### src/rtl/sync_arith_pkg.sv
// Shared opcode encoding and status bit positions for the registered arithmetic unit.
package sync_arith_pkg;

    typedef enum logic [1:0] {
        OP_SUB2B = 2'b00,
        OP_LT    = 2'b01,
        OP_ROL   = 2'b10,
        OP_SM    = 2'b11
    } op_e;

    localparam int ST_ERR  = 0;
    localparam int ST_PAR  = 1;
    localparam int ST_ONES = 2;
    localparam int ST_ZERO = 3;

endpackage

### src/rtl/arith_status_flags.sv
// Combinational status generator: error flag plus parity/all-ones/zero of the result.
module arith_status_flags
    import sync_arith_pkg::*;
#(
    parameter int M = 4
) (
    input  logic [M-1:0] result,
    input  logic         error,
    input  logic         keep_flags,
    output logic [3:0]   status
);

    // A plain error reports only the error bit; a saturated result still describes itself.
    always_comb begin
        status         = '0;
        status[ST_ERR] = error;
        if (keep_flags) begin
            status[ST_PAR]  = ^result;
            status[ST_ONES] = &result;
            status[ST_ZERO] = (result == '0);
        end
    end

endmodule

### src/rtl/sync_arith_unit.sv
// Registered signed ALU: A-2B, signed compare, rotate-left, sign-magnitude conversion.
// Optional build macro SYNC_ARITH_SATURATE_EN clamps A-2B overflow to +/-LIM.
module sync_arith_unit
    import sync_arith_pkg::*;
#(
    parameter int N = 2,
    parameter int M = 4
) (
    input  logic         i_clk,
    input  logic         i_reset,
    input  logic [M-1:0] i_arg_A,
    input  logic [M-1:0] i_arg_B,
    input  logic [N-1:0] i_op,
    output logic [M-1:0] o_result,
    output logic [3:0]   o_status
);

    localparam int SHW = (M > 1) ? $clog2(M) : 1;
    localparam logic signed [M+1:0] LIM_WIDE = {3'b000, {(M-1){1'b1}}};
    localparam logic [M-1:0] LIM_POS = {1'b0, {(M-1){1'b1}}};
    localparam logic [M-1:0] LIM_NEG = ~LIM_POS + M'(1);

    op_e                  op_sel;
    logic signed [M+1:0]  a_wide;
    logic signed [M+1:0]  b_dbl;
    logic signed [M+1:0]  diff;
    logic [2*M-1:0]       rot_wide;
    logic [M-2:0]         a_mag;
    logic [M-1:0]         next_result;
    logic                 next_error;
    logic                 keep_flags;
    logic [3:0]           next_status;

    // A-2B is evaluated two bits wider so it can never wrap before the range check.
    always_comb begin
        op_sel      = op_e'(i_op[1:0]);
        a_wide      = {{2{i_arg_A[M-1]}}, i_arg_A};
        b_dbl       = {i_arg_B[M-1], i_arg_B, 1'b0};
        diff        = a_wide - b_dbl;
        rot_wide    = {i_arg_A, i_arg_A} << i_arg_B[SHW-1:0];
        a_mag       = ~i_arg_A[M-2:0] + (M-1)'(1);
        next_result = '0;
        next_error  = 1'b0;
        keep_flags  = 1'b1;

        case (op_sel)
            OP_SUB2B: begin
                if (diff > LIM_WIDE || diff < -LIM_WIDE) begin
                    next_error = 1'b1;
`ifdef SYNC_ARITH_SATURATE_EN
                    next_result = diff[M+1] ? LIM_NEG : LIM_POS;
`else
                    keep_flags = 1'b0;
`endif
                end else begin
                    next_result = diff[M-1:0];
                end
            end
            OP_LT: begin
                next_result = {{(M-1){1'b0}}, ($signed(i_arg_A) < $signed(i_arg_B))};
            end
            OP_ROL: begin
                next_result = rot_wide[2*M-1:M];
            end
            OP_SM: begin
                // The most negative code has no magnitude representable in M-1 bits.
                if (i_arg_A[M-1] && (i_arg_A[M-2:0] == '0)) begin
                    next_error = 1'b1;
                    keep_flags = 1'b0;
                end else if (i_arg_A[M-1]) begin
                    next_result = {1'b1, a_mag};
                end else begin
                    next_result = i_arg_A;
                end
            end
        endcase
    end

    arith_status_flags #(
        .M(M)
    ) u_flags (
        .result     (next_result),
        .error      (next_error),
        .keep_flags (keep_flags),
        .status     (next_status)
    );

    // The output registers are the only state in the block.
    always_ff @(posedge i_clk or negedge i_reset) begin
        if (!i_reset) begin
            o_result <= '0;
            o_status <= '0;
        end else begin
            o_result <= next_result;
            o_status <= next_status;
        end
    end

endmodule

### config.mk
export PLATFORM = sky130hd
export DESIGN_NAME = sync_arith_unit
export DESIGN_NICKNAME = d
export VERILOG_FILES = /design/src/rtl/sync_arith_pkg.sv /design/src/rtl/arith_status_flags.sv /design/src/rtl/sync_arith_unit.sv
export SDC_FILE = /design/constraint.sdc
export NUM_CORES = 1
export LEC_CHECK = 0
export CORE_ASPECT_RATIO = 0.6
export CORE_MARGIN = 1
export CORE_UTILIZATION = 40
export CTS_CLUSTER_DIAMETER = 50
export DETAILED_ROUTE_END_ITERATION = 8
export DONT_BUFFER_PORTS = 1
export PLACE_DENSITY = 0.61
export REMOVE_ABC_BUFFERS = 1
export SETUP_SLACK_MARGIN = 0.2
export SLEW_MARGIN = 15
export SYNTH_ARGS = -nofsm -noshare
export SYNTH_HDL_FRONTEND = slang
export SYNTH_SLANG_ARGS = --single-unit
### constraint.sdc
create_clock -name i_clk -period 0.8 [get_ports i_clk]
set_input_delay 0.08 -clock i_clk [delete_from_list [all_inputs] [get_ports i_clk]]
set_output_delay 0.08 -clock i_clk [all_outputs]
set_load 0.05 [all_outputs]
==> results of run 1 <==
==> cells by family after synthesis <==
group / Yosys count / share of synthesized area (%)
xor+xnor: 2 / 1.86
simple gates: 25 / 13.6
mux: 4 / 9.57
fa+ha+maj: 18 / 24.7
flops: 8 / 21.3
buf+inv: 13 / 6.52
compound gates: 31 / 22.5
==> cell type report <==
cell class              count  area, sq um
clock buffers               3         41.3
fillers                   148          559
inverters                  10         63.8
multi-input cells          80          801
flip-flops and latches      8          200
well taps                  30         37.5
repair buffers             50          493
==> critical path, delay by kind of cell <==
family	cells	cell delay (ns)
adder cells (fa/ha/maj)	3	0.93
buffers and inverters	2	0.05
AND/OR/NAND/NOR	2	0.50
XOR/XNOR	1	0.14
AO/OA/AOI/OAI	5	0.96
==> power breakdown <==
| part | switching, W | internal (W) |
|---|---|---|
| Combinational | 0.000684 | 0.000795 |
| Sequential | 0.0000463 | 0.000460 |
| Clock | 0.000162 | 0.000326 |
==> stage by stage <==
stage	utilization [%]	cells
6_report	74.5	181
5_1_grt	74.5	181
4_1_cts	73.3	181
3_5_place_dp	62.4	170
3_3_place_gp	62.4	170
2_1_floorplan	-	98
==> per-layer routing <==
metal	part of all wire, %	global-route usage, %	vias to the layer above
li1	-	-	480
met1	37	26.3	481
met2	54	54.5	38
met3	4.2	5.23	16
met4	5.4	25.6	0
met5	0	0	-
==> what timing repair did <==
| item | 4_1_cts | 5_1_grt |
|---|---|---|
| hold endpoints to repair | 8 | 0 |
| setup buffers | 7 | 0 |
| gates resized for setup | 29 | 5 |
| hold buffers | 1 | 0 |
| endpoints found under the setup margin | 16 | 16 |
| pin swaps | 15 | 8 |
==> flip-flops by register name, summed over array words and instances, names as in the netlist <==
| name | cells |
|---|---|
| o_result | 4 |
| o_status | 4 |
==> path summary, 6_finish.rpt <==
kind / endpoint / slack, ns / startpoint / depth (start not counted)
min in group asynchronous: o_status[2]$_DFF_PN0_ / 0.20 / i_reset / 1
worst max-delay path: o_status[1]$_DFF_PN0_ / -1.71 / i_arg_A[1] / 13
worst min-delay path: o_status[0]$_DFF_PN0_ / 0.1 / i_arg_A[3] / 3
max in group asynchronous: o_result[2]$_DFF_PN0_ / 0.34 / i_reset / 1
==> cell usage in the layout (no fill, tap or decap), drive strengths merged, types with 3 or more instances in the layout <==
cell,count
ha,17
dfrtp,8
nand2,10
clkbuf,3
mux4,4
buf,49
nor2,3
o21ai,5
nand3,3
inv,9
nand2b,3
o22ai,6
a21oi,6
o22a,3
==> summary.md, run 1 <==
| Metric | Value |
|---|---|
| Placer Congestion | `0.866` |
| Count leader, synth | `ha_1` |
| Failing checks | `negative setup slack` |
| Ports | `20` |
| Layout Nets | `183` |
| CTS max path bufs | `2` |
| Yosys reg bits | `8` |
| Synth Instances | `101` |
| Initial Util | `42.8%` |
| Pre-CTS setup slack | `-2.05 ns` |
| Final Hold Viols | `0` |
| Worst setup margin | `-1.71 ns` |
| Run status | `complete, but fails checks` |
| Clk Tree Root Cell | `clkbuf_8` |
| Endpoints failing setup | `16` |
| Slowest CP cell | `fa_2` |
| Starting DRT DRC Count | `14` |
| VDD IR max | `0.000599 V` |
| Core Rows | `13` |
| Area Growth Syn to Fin | `73.9%` |
| Least-Margin Pin Slew | `0.392 ns` |
| DR WL/cell | `16.8 um` |
| GRT Overall Usage | `27.8%` |
| Number of global-route vias before repair | `1,123` |
| P per Cell Area | `1510 nW/um^2` |
| Drt pass-1 iters | `4` |
| Max H-tree Level | `1` |
| DR vias/cell | `5.61` |
| Syn Area/Cell | `9.32 sq um` |
| Crit share post-route | `313%` |
| Antenna violations before repair | `0` |
| Synth cell count leaders | `17 x ha_1, 10 x inv_1, 10 x nand2_1` |
| First-pass GRT wire length | `4.93 mm` |
| Kind of start point of the critical path | `input port` |
| Ys flop type | `dfrtp_1` |
| Yosys top cell by area | `ha_1` |
| Clk slew on worst S/H paths | `0.04 ns` |
| Die area | `2560 sq um` |
| Leakage power | `0.734 nW` |
| Placed instance area | `1370 sq um` |
| Netlist Area Pre-Place | `941 sq um` |
| Asr flop ratio synth | `100%` |
| Max Fclk | `399 MHz` |
| RSZ-0062 raised after global routing | `true` |
| Slew Viols, Final | `0` |
| Synth area leaders | `ha_1 23%, dfrtp_1 21%, mux4_2 9.6%` |
| Crit path time final | `2.51 ns` |
| Hold crit path type | `in -> reg` |
| Clock buffer count from CTS | `3` |
| Routed Antenna Nets | `0` |
| Post-synth EDFFs | `0` |
| Hpwl dp | `2.07 mm` |
| Warnings, synthesis | `0` |
| Total grt overflow | `0` |
| Chip Height | `39.6 um` |
| Layout cell share with drive strength beyond 1 | `52.3%` |
| Largest net degree at the start of global routing | `13` |
| Sink Count | `8` |
| Distinct cells, synth | `34` |
| Core ar. | `2200 sq um` |
| CTS tree | `done` |
| Via count | `1,015` |
| Design Area, Final | `1640 sq um` |
| Normalized max-slew margin | `73.9%` |
| Detailed-route DRC error count | `0` |
| Sequential share of the synthesized area | `21.3%` |
| Power Total | `0.00247 W` |
| Area fraction of the dominant cell type after synthesis | `22.6%` |
| Die width | `64.6 um` |
| Max stage delay on crit path | `0.53 ns` |
| Critical Path AT | `2.66 ns` |
| Worst EP required | `0.95 ns` |
| Crit path cell chain | `clkinv_16 > ha_4 > inv_2 > fa_2 > nor2_2 > a21oi_2 > or4b_1 > a32o_2 > o22a_2 > ha_4 > xor2_1 > o21ai_1 > a21oi_2` |
| Crit path kind | `in -> reg` |
| Fin Hold WS | `0.0955 ns` |
| Crit path max fanout | `6` |
| Setup TNS | `-10.72 ns` |
| Critical Path Sink Type | `flip-flop` |
| Routed WL | `3.04 mm` |
| Max-cap violations | `0` |
| IO Port Bufs | `0` |
| # diodes | `0` |
Note: power is estimated with default switching activity, not from simulation.
==> inputs of run 2 (changes only) <==
--- a/config.mk
+++ b/config.mk
@@ -5,7 +5,7 @@
 export SDC_FILE = /design/constraint.sdc
 export NUM_CORES = 1
 export LEC_CHECK = 0
-export CORE_ASPECT_RATIO = 0.6
+export CORE_ASPECT_RATIO = 0.75
 export CORE_MARGIN = 1
 export CORE_UTILIZATION = 40
 export CTS_CLUSTER_DIAMETER = 50
==> run 2 against run 1 <==
  * The run ends with design-rule violations, negative setup slack left
  * Largest cell class unchanged
  * Utilization is 0.24 points lower
  * Combinational power down 7%
  * Clock-buffer cell count stayed put
  * Worst hold slack lost 0.0076 ns
==> summary.md, run 2 (same netlist as run 1, synthesis figures left out) <==
| Metric | Value |
|---|---|
| Run status | `complete, but fails checks` |
| Failing checks | `design-rule violations, negative setup slack` |
| Routed Antenna Nets | `0` |
| Final Hold Viols | `0` |
| Comb pwr share | `62.8%` |
| Worst EP required | `0.98 ns` |
| Placed instance area | `1380 sq um` |
| Fin cells | `173` |
| Core Rows | `14` |
| Largest net degree at the start of global routing | `13` |
| IO Port Bufs | `0` |
| Placer Congestion | `0.811` |
| Critical Path Sink Type | `flip-flop` |
| DR vias/cell | `5.71` |
| Die width | `58.0 um` |
| P_int | `0.00137 W` |
| Critical Path AT | `2.58 ns` |
| Routed WL | `2.67 mm` |
| Crit path time final | `2.40 ns` |
| Clk slew on worst S/H paths | `0.06 ns` |
| P per Cell Area | `1400 nW/um^2` |
| Max-cap violations | `0` |
| Commonest non-fill, non-tap cells in the layout | `39 x buf_4, 11 x ha_1, 9 x nand2_1` |
| CTS tree | `done` |
| Design Area, Final | `1560 sq um` |
| Layout Nets | `181` |
| VDD IR max | `0.000740 V` |
| Area Growth Syn to Fin | `66.0%` |
| Inst Count DP | `166` |
| First-pass GRT wire length | `4.40 mm` |
| CTS max path bufs | `2` |
| Crit path kind | `in -> reg` |
| Hold crit path type | `in -> reg` |
| Power Total | `0.00218 W` |
| Clock Power Share | `14.1%` |
| Pre-CTS setup slack | `-1.99 ns` |
| Sw frac | `37.1%` |
| Clock buffer count from CTS | `3` |
| Chip Height | `44 um` |
| Leakage power | `0.710 nW` |
| DR WL/cell | `15.5 um` |
| Clk Tree Root Cell | `clkbuf_4` |
| Sink Count | `8` |
| Least-Margin Pin Slew | `0.381 ns` |
| Crit path max fanout | `6` |
| Antenna violations before repair | `0` |
| Endpoints failing setup | `16` |
| Die area | `2550 sq um` |
| Commonest non-fill, non-tap cell in the layout | `buf_4` |
| Slew Viols, Final | `0` |
| Starting DRT DRC Count | `25` |
| Crit share post-route | `300%` |
| Total grt overflow | `0` |
| RSZ-0062 raised after global routing | `true` |
| Ports | `20` |
| Max H-tree Level | `1` |
| Worst setup margin | `-1.60 ns` |
| Sequential share of power | `23.1%` |
| GRT Overall Usage | `23.0%` |
| Via count | `987` |
| P_sw | `0.000810 W` |
| Normalized max-slew margin | `74.3%` |
| # diodes | `0` |
| Largest regs | `o_result x4, o_status x4` |
| Initial Util | `44.8%` |
| Kind of start point of the critical path | `input port` |
| Hpwl dp | `1.99 mm` |
| Number of global-route vias before repair | `1,004` |
| Drt pass-1 iters | `9` |
| Core ar. | `2100 sq um` |
| Layout cell share with drive strength beyond 1 | `51.0%` |
| Detailed-route DRC error count | `1` |
| Max Fclk | `417 MHz` |
-- run 2: power by group through the flow --
stage / clock (W) / combinational (W) / sequential [W]
finish: 0.000308 / 0.00137 / 0.000504
detailed placement: 0 / 0.00116 / 0.000510
floorplan: 0 / 0.000409 / 0.000670
global route: 0.000329 / 0.00145 / 0.000507
CTS: 0.000312 / 0.00130 / 0.000504
global placement: 0 / 0.00112 / 0.000509
-- run 2: worst paths after layout --
path	slack [ns]	from	cells past startpoint	endpoint
worst max-delay path	-1.60	i_arg_A[1]	13	o_status[1]$_DFF_PN0_
worst min-delay path	0.09	i_arg_A[3]	3	o_status[0]$_DFF_PN0_
max in group asynchronous	0.37	i_reset	1	o_result[2]$_DFF_PN0_
min in group asynchronous	0.17	i_reset	1	o_status[2]$_DFF_PN0_
-- run 2: final cells by class --
class,count,area [sq um]
Clock buffer,3,22.5
Sequential cell,8,200
Fill cell,148,541
Multi-Input combinational cell,80,796
Tap cell,24,30.0
Inverter,10,50.0
Timing Repair Buffer,48,463
-- run 2: what timing repair did --
item / in CTS / in global routing
cloned: 0 / 0
resized for setup: 20 / 7
endpoints found under the hold margin: 8 / 0
setup endpoints to repair: 16 / 16
setup buffers: 3 / 0
pin swaps: 12 / 8
hold buffers: 1 / 0
-- run 2: metal layers --
metal  wire length [um]  up-vias  GRT usage [%]
met5                  0        -              0
met4                  0        0           3.81
met3                 91        0           3.28
met2               1500       40           45.3
met1               1090      472           26.8
li1                   -      475              -
-- run 2: stage by stage --
stage                     utilization [%]  setup TNS [ns]  hold WS (ns)
after detailed placement             65.5          -12.73        -0.215
after floorplan                         -          -11.01        -0.216
after global routing                 74.3          -11.17        0.0927
after CTS                            72.3          -10.21        0.0728
final                                74.3          -10.39        0.0879
after global placement               65.5          -11.96        -0.215
-- run 2: worst max-delay path: stages --
cell	delay, ns
inv_12	0.03
ha_4	0.12
inv_2	0.04
fa_1	0.51
nor2_1	0.06
a21oi_2	0.15
or4b_4	0.46
a32o_2	0.32
o22a_2	0.21
ha_4	0.27
xor2_1	0.15
o21ai_1	0.08
a21oi_1	0.12
==> inputs of run 3 (changes only) <==
--- a/config.mk
+++ b/config.mk
@@ -14,6 +14,8 @@
 export PLACE_DENSITY = 0.61
 export REMOVE_ABC_BUFFERS = 1
 export SETUP_SLACK_MARGIN = 0.2
+export SKIP_CTS_REPAIR_TIMING = 1
+export SKIP_LAST_GASP = 1
 export SLEW_MARGIN = 15
 export SYNTH_ARGS = -nofsm -noshare
 export SYNTH_HDL_FRONTEND = slang
==> run 3 against run 2 <==
  * The run still ends with design-rule violations, negative setup slack left
  * Critical path depth stayed put
  * Setup slack worse by 0.028 ns
  * First-iteration DRC count increased by 12%
  * Final cell count down 1.2%
  * Critical path type unchanged
==> summary.md, run 3 (same netlist as run 1, synthesis figures left out) <==
| Metric | Value |
|---|---|
| P per Cell Area | `1400 nW/um^2` |
| Crit path kind | `in -> reg` |
| Number of global-route vias before repair | `957` |
| Kind of start point of the critical path | `input port` |
| VDD IR max | `0.000603 V` |
| Core ar. | `2100 sq um` |
| Final core utilization | `72.0%` |
| Initial Util | `44.8%` |
| Area Growth Syn to Fin | `60.9%` |
| Least-Margin Pin Slew | `0.370 ns` |
| Slew Viols, Final | `0` |
| Worst EP required | `0.99 ns` |
| Critical Path AT | `2.61 ns` |
| IO Port Bufs | `0` |
| Leakage power | `0.691 nW` |
| Clock buffer count from CTS | `3` |
| Failing checks | `design-rule violations, negative setup slack` |
| Largest net degree at the start of global routing | `13` |
| Hold crit path type | `in -> reg` |
| Drt pass-1 iters | `6` |
| Via count | `958` |
| Endpoints failing setup | `16` |
| Layout Nets | `179` |
| Met2 routed WL | `1.37 mm` |
| Wire length on met3 | `96 um` |
| Layout cell share with drive strength beyond 1 | `46.9%` |
| Max H-tree Level | `1` |
| Placer Congestion | `0.811` |
| Ports | `20` |
| Worst setup margin | `-1.63 ns` |
| DR WL/cell | `14.5 um` |
| Uppermost layer routed | `met4` |
| Die area | `2550 sq um` |
| Antenna violations before repair | `0` |
| Chip Height | `44 um` |
| Detailed-route DRC error count | `1` |
| RSZ-0062 raised after global routing | `true` |
| Crit share post-route | `303%` |
| First-pass GRT wire length | `4.00 mm` |
| Starting DRT DRC Count | `28` |
| Routed Antenna Nets | `0` |
| Power Total | `0.00211 W` |
| CTS max path bufs | `2` |
| Run status | `complete, but fails checks` |
| Commonest non-fill, non-tap cells in the layout | `37 x buf_4, 12 x ha_1, 10 x nand2_1` |
| Die width | `58.0 um` |
| GRT Overall Usage | `20.4%` |
| Total grt overflow | `0` |
| Crit path max fanout | `6` |
| Routed WL | `2.48 mm` |
| # diodes | `0` |
| Max-cap violations | `0` |
| Commonest non-fill, non-tap cell in the layout | `buf_4` |
| Clk slew on worst S/H paths | `0.06 ns` |
| Critical Path Sink Type | `flip-flop` |
| CTS tree | `done` |
| Final Hold Viols | `0` |
| Clk Tree Root Cell | `clkbuf_4` |
| DR vias/cell | `5.60` |
| Normalized max-slew margin | `75.0%` |
| Core Rows | `14` |
| Largest regs | `o_result x4, o_status x4` |
| Pre-CTS setup slack | `-1.99 ns` |
| Max Fclk | `412 MHz` |
| Crit path time final | `2.43 ns` |
| Hpwl dp | `1.99 mm` |
| Sink Count | `8` |
| M1 wire length | `982 um` |
==> run 3: worst paths after layout <==
| kind | startpoint | to | slack, ns | cells after the start |
|---|---|---|---|---|
| setup / recovery | i_arg_A[1] | o_status[1]$_DFF_PN0_ | -1.63 | 13 |
| hold / removal | i_arg_A[3] | o_status[0]$_DFF_PN0_ | 0.08 | 3 |
| max in group asynchronous | i_reset | o_result[3]$_DFF_PN0_ | 0.37 | 1 |
| min in group asynchronous | i_reset | o_status[2]$_DFF_PN0_ | 0.16 | 1 |
==> run 3: worst max-delay path, cell delays in order <==
cell and delay, ns:
clkinv_8 0.02, ha_4 0.12, inv_2 0.04, fa_1 0.56
nor2_2 0.05, a21oi_2 0.13, or4b_4 0.47, a32o_2 0.29
o22a_2 0.23, ha_4 0.27, xor2_1 0.15, o21ai_1 0.08
a21oi_1 0.12
==> run 3: metal layers <==
layer | GRT usage, % | up-vias
met5 | 0 | -
met4 | 4.29 | 0
met3 | 3.28 | 7
met2 | 39.5 | 31
met1 | 23.7 | 451
li1 | - | 469
==> run 3: cell type report <==
type | instances | area [sq um]
Multi-Input combinational cell | 80 | 763
Fill cell | 164 | 588
Timing Repair Buffer | 46 | 448
Sequential cell | 8 | 200
Inverter | 10 | 50.0
Tap cell | 24 | 30.0
Clock buffer | 3 | 22.5
==> run 3: power breakdown <==
group / total, W / leakage [nW] / internal (W) / switching (W)
Combinational: 0.00130 / 0.572 / 0.000698 / 0.000600
Clock: 0.000312 / 0.0138 / 0.000172 / 0.000140
Sequential: 0.000502 / 0.106 / 0.000459 / 0.0000437
==> run 3: through the flow <==
step                setup TNS (ns)  instance area, sq um  cells  hold slack [ns]
floorplan                   -11.01                   917     98           -0.216
detailed placement          -12.73                  1380    166           -0.215
global placement            -11.96                  1380    166           -0.215
finish                      -10.47                  1510    171           0.0768
CTS                         -11.32                  1400    169           -0.486
global route                -11.17                  1510    171           0.0844
